File: config.mk
export PLATFORM = sky130hd
export DESIGN_NAME = hazard_ctrl
export DESIGN_NICKNAME = d
export VERILOG_FILES = /design/src/rtl/hazard_ctrl_pkg.sv /design/src/rtl/sat_counter.sv /design/src/rtl/hazard_ctrl.sv
export SDC_FILE = /design/constraint.sdc
export NUM_CORES = 1
export LEC_CHECK = 0
export ABC_AREA = 1
export BUFFER_PORTS_ARGS = -buffer_cell sky130_fd_sc_hd__buf_2
export CAP_MARGIN = 30
export CORE_MARGIN = 10
export CORE_UTILIZATION = 40
export DETAILED_ROUTE_END_ITERATION = 8
export PLACE_DENSITY = 0.76
export REMOVE_ABC_BUFFERS = 1
export SLEW_MARGIN = 20
export SYNTH_ARGS = -nofsm -noshare
export SYNTH_HDL_FRONTEND = slang
export SYNTH_SLANG_ARGS = --single-unit
export TNS_END_PERCENT = 1
File: constraint.sdc
create_clock -name clk -period 2.1 [get_ports clk]
set_input_delay 0.315 -clock clk [delete_from_list [all_inputs] [get_ports clk]]
set_output_delay 0.315 -clock clk [all_outputs]
set_load 0.02 [all_outputs]
File: src/rtl/hazard_ctrl_pkg.sv
// Shared types and constants for the pipeline hazard controller.
// Holds the FSM state encoding, the hardwired-zero register number and the counter width.
package hazard_ctrl_pkg;

  typedef enum logic [1:0] {
    ST_RUN   = 2'd0,
    ST_STALL = 2'd1,
    ST_FLUSH = 2'd2
  } state_t;

  // Per-cycle decision; exactly one applies in any cycle.
  typedef enum logic [1:0] {
    DEC_NONE  = 2'd0,
    DEC_STALL = 2'd1,
    DEC_FLUSH = 2'd2
  } decision_t;

  localparam logic [4:0] ZERO_REG = 5'd31;
  localparam int         CNT_W    = 16;

  // Source register match against an EX destination; unused ports never match.
  function automatic logic src_match(input logic uses, input logic [4:0] src,
                                     input logic [4:0] dst);
    return uses && (src == dst);
  endfunction

endpackage

File: src/rtl/sat_counter.sv
// Saturating up-counter with synchronous clear and asynchronous active-high reset.
// Clear wins over a same-cycle increment; the count sticks at all-ones.
module sat_counter #(
  parameter int WIDTH = 16
) (
  input  logic             clk,
  input  logic             reset,
  input  logic             inc,
  input  logic             clr,
  output logic [WIDTH-1:0] count
);

  localparam logic [WIDTH-1:0] MAX_VAL = {WIDTH{1'b1}};
  localparam logic [WIDTH-1:0] ONE     = {{(WIDTH-1){1'b0}}, 1'b1};

  always_ff @(posedge clk or posedge reset) begin
    if (reset) begin
      count <= '0;
    end else if (clr) begin
      count <= '0;
    end else if (inc && (count != MAX_VAL)) begin
      count <= count + ONE;
    end
  end

endmodule

File: src/rtl/hazard_ctrl.sv
// Pipeline hazard controller: load-use and flag-use stalls, branch flushes,
// a RUN/STALL/FLUSH FSM and saturating stall/flush event counters.
module hazard_ctrl
  import hazard_ctrl_pkg::*;
(
  input  logic        clk,
  input  logic        reset,
  input  logic        id_valid,
  input  logic [4:0]  id_ra,
  input  logic [4:0]  id_rb,
  input  logic        id_uses_ra,
  input  logic        id_uses_rb,
  input  logic        id_reads_flags,
  input  logic        ex_valid,
  input  logic [4:0]  ex_rd,
  input  logic        ex_regwrite,
  input  logic        ex_memtoreg,
  input  logic        ex_setflag,
  input  logic        ex_pc_select,
  input  logic        cnt_clear,
  output logic        pc_write,
  output logic        ifid_write,
  output logic        ifid_flush,
  output logic        idex_bubble,
  output logic [1:0]  state,
  output logic [15:0] stall_cnt,
  output logic [15:0] flush_cnt
);

  state_t    state_q;
  state_t    state_d;
  decision_t dec;
  logic      load_use;
  logic      flag_use;
  logic      br;
  logic      hazard;

  // Hazard detection is purely combinational so the reaction is same-cycle.
  always_comb begin
    load_use = id_valid && ex_valid && ex_memtoreg && ex_regwrite &&
               (ex_rd != ZERO_REG) &&
               (src_match(id_uses_ra, id_ra, ex_rd) ||
                src_match(id_uses_rb, id_rb, ex_rd));
    flag_use = id_valid && id_reads_flags && ex_valid && ex_setflag;
    // In FLUSH the EX slot was squashed, so its redirect must be ignored.
    br       = ex_valid && ex_pc_select && (state_q != ST_FLUSH);
    hazard   = load_use || flag_use;
  end

  // Valid/ready style contract: pc_write/ifid_write act as the "ready" of the
  // front end; they drop only for a stall, never together with ifid_flush.
  always_comb begin
    dec         = DEC_NONE;
    state_d     = ST_RUN;
    pc_write    = 1'b1;
    ifid_write  = 1'b1;
    ifid_flush  = 1'b0;
    idex_bubble = 1'b0;

    unique case (state_q)
      ST_RUN, ST_FLUSH: begin
        if (br) begin
          dec     = DEC_FLUSH;
          state_d = ST_FLUSH;
        end else if (hazard) begin
          dec     = DEC_STALL;
          state_d = ST_STALL;
        end
      end
      ST_STALL: begin
        // A stall holds for a single cycle; only a redirect can follow it.
        if (br) begin
          dec     = DEC_FLUSH;
          state_d = ST_FLUSH;
        end
      end
      default: begin
        dec     = DEC_NONE;
        state_d = ST_RUN;
      end
    endcase

    if (reset) begin
      dec     = DEC_NONE;
      state_d = ST_RUN;
    end

    unique case (dec)
      DEC_FLUSH: begin
        ifid_flush  = 1'b1;
        idex_bubble = 1'b1;
      end
      DEC_STALL: begin
        pc_write    = 1'b0;
        ifid_write  = 1'b0;
        idex_bubble = 1'b1;
      end
      default: begin
        pc_write    = 1'b1;
        ifid_write  = 1'b1;
      end
    endcase
  end

  always_ff @(posedge clk or posedge reset) begin
    if (reset) begin
      state_q <= ST_RUN;
    end else begin
      state_q <= state_d;
    end
  end

  assign state = state_q;

  sat_counter #(.WIDTH(CNT_W)) u_stall_cnt (
    .clk   (clk),
    .reset (reset),
    .inc   (dec == DEC_STALL),
    .clr   (cnt_clear),
    .count (stall_cnt)
  );

  sat_counter #(.WIDTH(CNT_W)) u_flush_cnt (
    .clk   (clk),
    .reset (reset),
    .inc   (dec == DEC_FLUSH),
    .clr   (cnt_clear),
    .count (flush_cnt)
  );

endmodule

**After elaboration in Yosys (flattened, before gate mapping)**

Cells that the tools add are included.
W data, S select, Z words.

- Register bits: 34
- Output and inout port bits: 38
- Input port bits: 27

- Reductions and logical operators: 21
- Add/subtract/negate cells: 2
- Mux-type cells: 12
- Eq/ne operators: 10

Operators with widths:

| operator | number |
|---|---|
| $mux W16 | 4 |
| $add A16 B1 Y16 const B | 2 |
| $ne A16 B16 Y1 const B | 2 |
| $logic_and A1 B1 Y1 | 14 |
| $eq A5 B5 Y1 | 2 |
| $mux W2 | 3 |
| $ne A5 B5 Y1 const B | 1 |
| $eq A2 B1 Y1 const B | 2 |
| $eq A2 B2 Y1 const B | 2 |
| $mux W1 | 4 |
| $pmux W2 S2 | 1 |
| $reduce_bool A2 Y1 | 2 |
| $reduce_or A2 Y1 | 2 |
| $logic_not A2 Y1 | 1 |
| $logic_or A1 B1 Y1 | 2 |
| $ne A2 B2 Y1 const B | 1 |

**Longest topological paths before layout**

- Depth after elaboration: 14
- Mapped depth: 16

**By module**

A second synthesis with hierarchy kept.

- Cells, all modules: 397
- Area total of the unflattened synthesis: 2560.0 µm²

Modules (own cells, without submodules):

| module | cells an instance | times used | area an instance (µm²) |
|---|---|---|---|
| sat_counter | 159 | 2 | 1083.5 |
| hazard_ctrl | 79 | 1 | 392.9 |

**Worst setup path after synthesis**

No wires, ideal clock.

- Kind: flip-flop to flip-flop
- From: reg state_q[1] (netlist: state[1])
- To: reg u_flush_cnt.count[11]
- Arrival: 1.802 ns
- Path slack: 0.233 ns
- Period minus slack after synthesis: 1.867 ns
- Data required time: 2.034 ns
- Path buffers: 1
- Stages on the path, launching flop included: 10
- Library setup time: 0.066 ns
- Cell sequence: dfrtp_1 -> nor2_1 -> inv_1 -> nor2_1 -> ha_1 -> inv_1 -> nor2_4 -> buf_2 -> nand4_1 -> nand2_1

- Cells in the longest elaborated chain, start to end: 8

RTL lines:

| what | line | source |
|---|---|---|
| start, declared | hazard_ctrl.sv:30 | `state_t state_q;` |
| start signal, assigned | hazard_ctrl.sv:109 | `state_q <= state_d;` |
| $ne A2 B2 Y1 | hazard_ctrl.sv:46 | `br = ex_valid && ex_pc_select && (state_q != ST_FLUSH);` |
| $logic_and A1 B1 Y1 | hazard_ctrl.sv:46 |  |
| $mux W2 (on tied branches) | hazard_ctrl.sv:72, hazard_ctrl.sv:62 |  |
| $pmux W2 S2 * | hazard_ctrl.sv:60 | `unique case (state_q)` |
| $mux W2 * | hazard_ctrl.sv:83 | `if (reset) begin` |
| via dec[1] | hazard_ctrl.sv:32 | `decision_t dec;` |
| $eq A2 B2 Y1 * | hazard_ctrl.sv:126 | `.inc (dec == DEC_FLUSH),` |
| $logic_and A1 B1 Y1 * | sat_counter.sv:21 | `end else if (inc && (count != MAX_VAL)) begin` |
| $reduce_bool A2 Y1 (no source line) * | n/a |  |
| end signal, assigned | sat_counter.sv:22 | `count <= count + ONE;` |
| end, declared | sat_counter.sv:10 | `output logic [WIDTH-1:0] count` |

The timed path passes the listed nets; every way through them passes the cells marked *.
A chain may end at the register's enable or synchronous reset.

**Worst setup path in the final report**

- From: reg state_q[1] (netlist: state[1])
- To: out ifid_write

- Cells in the longest elaborated chain, start to end: 7

RTL lines:

| what | line | source |
|---|---|---|
| $ne A2 B2 Y1 | hazard_ctrl.sv:46 |  |
| $logic_and A1 B1 Y1 | hazard_ctrl.sv:46 |  |
| $mux W2 (on tied branches) | hazard_ctrl.sv:72, hazard_ctrl.sv:62 |  |
| $pmux W2 S2 * | hazard_ctrl.sv:60 |  |
| $mux W2 * | hazard_ctrl.sv:83 |  |
| via dec[1] | hazard_ctrl.sv:32 |  |
| $eq A2 B1 Y1 * | hazard_ctrl.sv:88 | `unique case (dec)` |
| $mux W1 * | hazard_ctrl.sv:88 |  |
| end, declared | hazard_ctrl.sv:22 | `output logic ifid_write,` |

Marked as above.

==> impl_metrics.ini <==
[worst_setup_path]
crit_path_start_kind = register
reg2reg_slack_ns = 0.32
crit_type = register to output pin
end_kind = output pin
path_max_fanout = 4
cp.arrival_ns = 1.63
worstPathRequired_ns = 1.78

[cts]
cts_root_buf = clkbuf_8
cts-htree-levels = 2
cts_buffer_depth = 2
cts.repair.resized = 0
cts_tree = done
cts.reportedPaths.clkPinSlew_ns = 0.07
cts-buffers-inserted = 5
cts_setup_buffers = 0
ctsHoldBuffers = 0
cts.sink_count = 34
clk_latency_ns = 0.29

[final_layout]
area_growth_pct = 21.0
utilization_pct = 49.6
layout.nets = 461
drive_gt1_share_pct = 20.4
stdcell_area_um2 = 2900
n_antenna_cell = 0

[route]
antenna_left = 0
wire_per_inst_um = 13.0
vias = 2517
drc_errors = 0
drtIter0Drc = 87
routed_wl_um = 6560
dr.pass1.iters = 4
via_per_inst = 4.97

[placement]
dp.final_hpwl_um = 5070
io_buffers = 64
post_dp_cell_area_um2 = 2810
place_congestion = 0.857

[die]
start_util_pct = 41.0
die_h_um = 97.4
coreArea_um2 = 5850
fp.dieW_um = 97.4
rows = 28
dieArea_um2 = 9490
io_pins = 65

[global_route]
grt_usage_pct = 13.9
grt_max_degree = 35
antenna_found_initial = 0
grt_pass1_vias = 2402
grt_pass1_wl_um = 11200
gr-total-overflow = 0

[sta]
finalCritPeriodShare_pct = 92.4
post-route-min-period_ns = 1.94
setup_viol = 0
slew_headroom_pct = 70.7
worst_pin_slew_ns = 0.440
clock_skew_ns = 0.00662
hold_viol_final = 0
slew_violations = 0
tns_ns = 0
max_freq_mhz = 515
whs_ns = 0.130
rsz0062_at_grt = no

[pwr]
powerDensity_nw_per_um2 = 456
vdd_ir_drop_max_mv = 0.239
leakage_nw = 1.59
p_total_mw = 1.32

[logic_synthesis]
yosysWarningCount = 0
avgSynthCellArea_um2 = 6.62
yosysUniqueCellTypes = 26
seq_area_frac_synth_pct = 35.5
synthCells = 362
ys_seq_elements = 34
syn_area_um2 = 2400

[run]
drv_cap = 0

[worst_hold_path]
hp-class = primary input to async pin

[run_status]
status = finished clean
[flip-flops by register name (all words and copies together), names as in the netlist]
name and count:
u_flush_cnt.count 16, u_stall_cnt.count 16, state 2
[layer usage]
metal	GRT usage, %	vias up	part of all wire, %
met5	0	-	0
met3	5.05	12	6.6
li1	-	1290	-
met4	4.14	0	1.3
met1	15.4	1154	42
met2	24.1	61	50
[cell families (layout without fill, tap and decap cells)]
logic type | Yosys count | in the layout | synth area share [%]
AND/OR/NAND/NOR | 243 | 243 | 45.4
buffers and inverters | 52 | 121 | 9.03
flip-flops | 34 | 34 | 35.5
AO/OA/AOI/OAI | 20 | 20 | 4.65
XOR/XNOR | 9 | 9 | 3.29
adder cells (fa/ha/maj) | 4 | 4 | 2.09
[layout make-up]
cell class | instances | area, um2
fillers | 605 | 2950
well taps | 75 | 93.8
inverters | 44 | 165
flip-flops and latches | 34 | 851
clock inverters | 1 | 5.00
repair buffers | 69 | 370
multi-input cells | 276 | 1330
clock buffers | 7 | 86.3
[metrics by stage]
step | cells | setup WS, ns
global route | 506 | 0.0121
floorplan | 354 | 0.0796
detailed placement | 498 | 0.0688
CTS | 506 | 0.133
global placement | 498 | 0.145
finish | 506 | 0.159
[cell usage in the layout (no fill, tap or decap)]
| master | n |
|---|---|
| buf_4 | 4 |
| inv_1 | 42 |
| nor2_4 | 4 |
| inv_2 | 1 |
| clkbuf_1 | 1 |
| nor2_2 | 1 |
| o21ai_0 | 2 |
| nor2_1 | 41 |
| or2_2 | 4 |
| nand3_2 | 1 |
| nor3_1 | 3 |
| nand4_1 | 26 |
| nand3_1 | 25 |
| dfrtp_1 | 34 |
| nor2_8 | 1 |
| nand3b_1 | 3 |
| nand2_1 | 134 |
| a31oi_1 | 1 |
| clkinv_1 | 1 |
| buf_12 | 1 |
| o21ai_1 | 11 |
| buf_2 | 64 |
| a21oi_1 | 2 |
| ha_1 | 4 |
| o21bai_1 | 4 |
| clkinv_2 | 1 |
| clkbuf_8 | 6 |
| xor2_1 | 9 |
[cells in the mapped netlist]
| cell | number | area, um2 |
|---|---|---|
| a31oi_1 | 1 | 6.26 |
| xor2_1 | 9 | 78.8 |
| inv_1 | 42 | 158 |
| clkbuf_1 | 3 | 11.3 |
| a21oi_1 | 2 | 10.0 |
| buf_4 | 1 | 7.51 |
| or2_2 | 4 | 25.0 |
| clkinv_1 | 1 | 3.75 |
| nor2_1 | 41 | 154 |
| nor2_8 | 1 | 20.0 |
| nand4_1 | 26 | 163 |
| nor2_4 | 4 | 45.0 |
| nand3b_1 | 3 | 22.5 |
| o21ai_1 | 11 | 55.1 |
| dfrtp_1 | 34 | 851 |
| nand3_2 | 1 | 10.0 |
| buf_2 | 2 | 10.0 |
| buf_6 | 2 | 22.5 |
| nor2_2 | 1 | 6.26 |
| ha_1 | 4 | 50.1 |
| nand2_1 | 134 | 503 |
| inv_2 | 1 | 3.75 |
| o21bai_1 | 4 | 30.0 |
| nand3_1 | 25 | 125 |
| nor3_1 | 3 | 15.0 |
| o21ai_0 | 2 | 10.0 |
[worst paths after layout]
check / start / to / cells past startpoint
max: state[1]$_DFF_PP0_ / ifid_write / 7
min: reset / u_flush_cnt.count[15]$_DFFE_PP0P_ / 3
max reg2reg: state[0]$_DFF_PP0_ / u_stall_cnt.count[15]$_DFFE_PP0P_ / 9
min reg2reg: state[0]$_DFF_PP0_ / state[0]$_DFF_PP0_ / 3
max in group asynchronous: reset / u_flush_cnt.count[7]$_DFFE_PP0P_ / 3
min in group clk: reset / state[1]$_DFF_PP0_ / 2
[report_power, final]
part / internal (mW) / switching (mW) / total, mW
sequential: 0.657 / 0.00267 / 0.660
combinational: 0.0510 / 0.0928 / 0.144
clock: 0.265 / 0.254 / 0.519
[worst max-delay path: stages, from the launching register on]
cell and delay, ns:
dfrtp_1 0.38, nor2_1 0.13, inv_1 0.06, nor2_1 0.17
inv_1 0.07, ha_1 0.18, inv_1 0.14, buf_2 0.21
(Power assumes the default switching activity.)
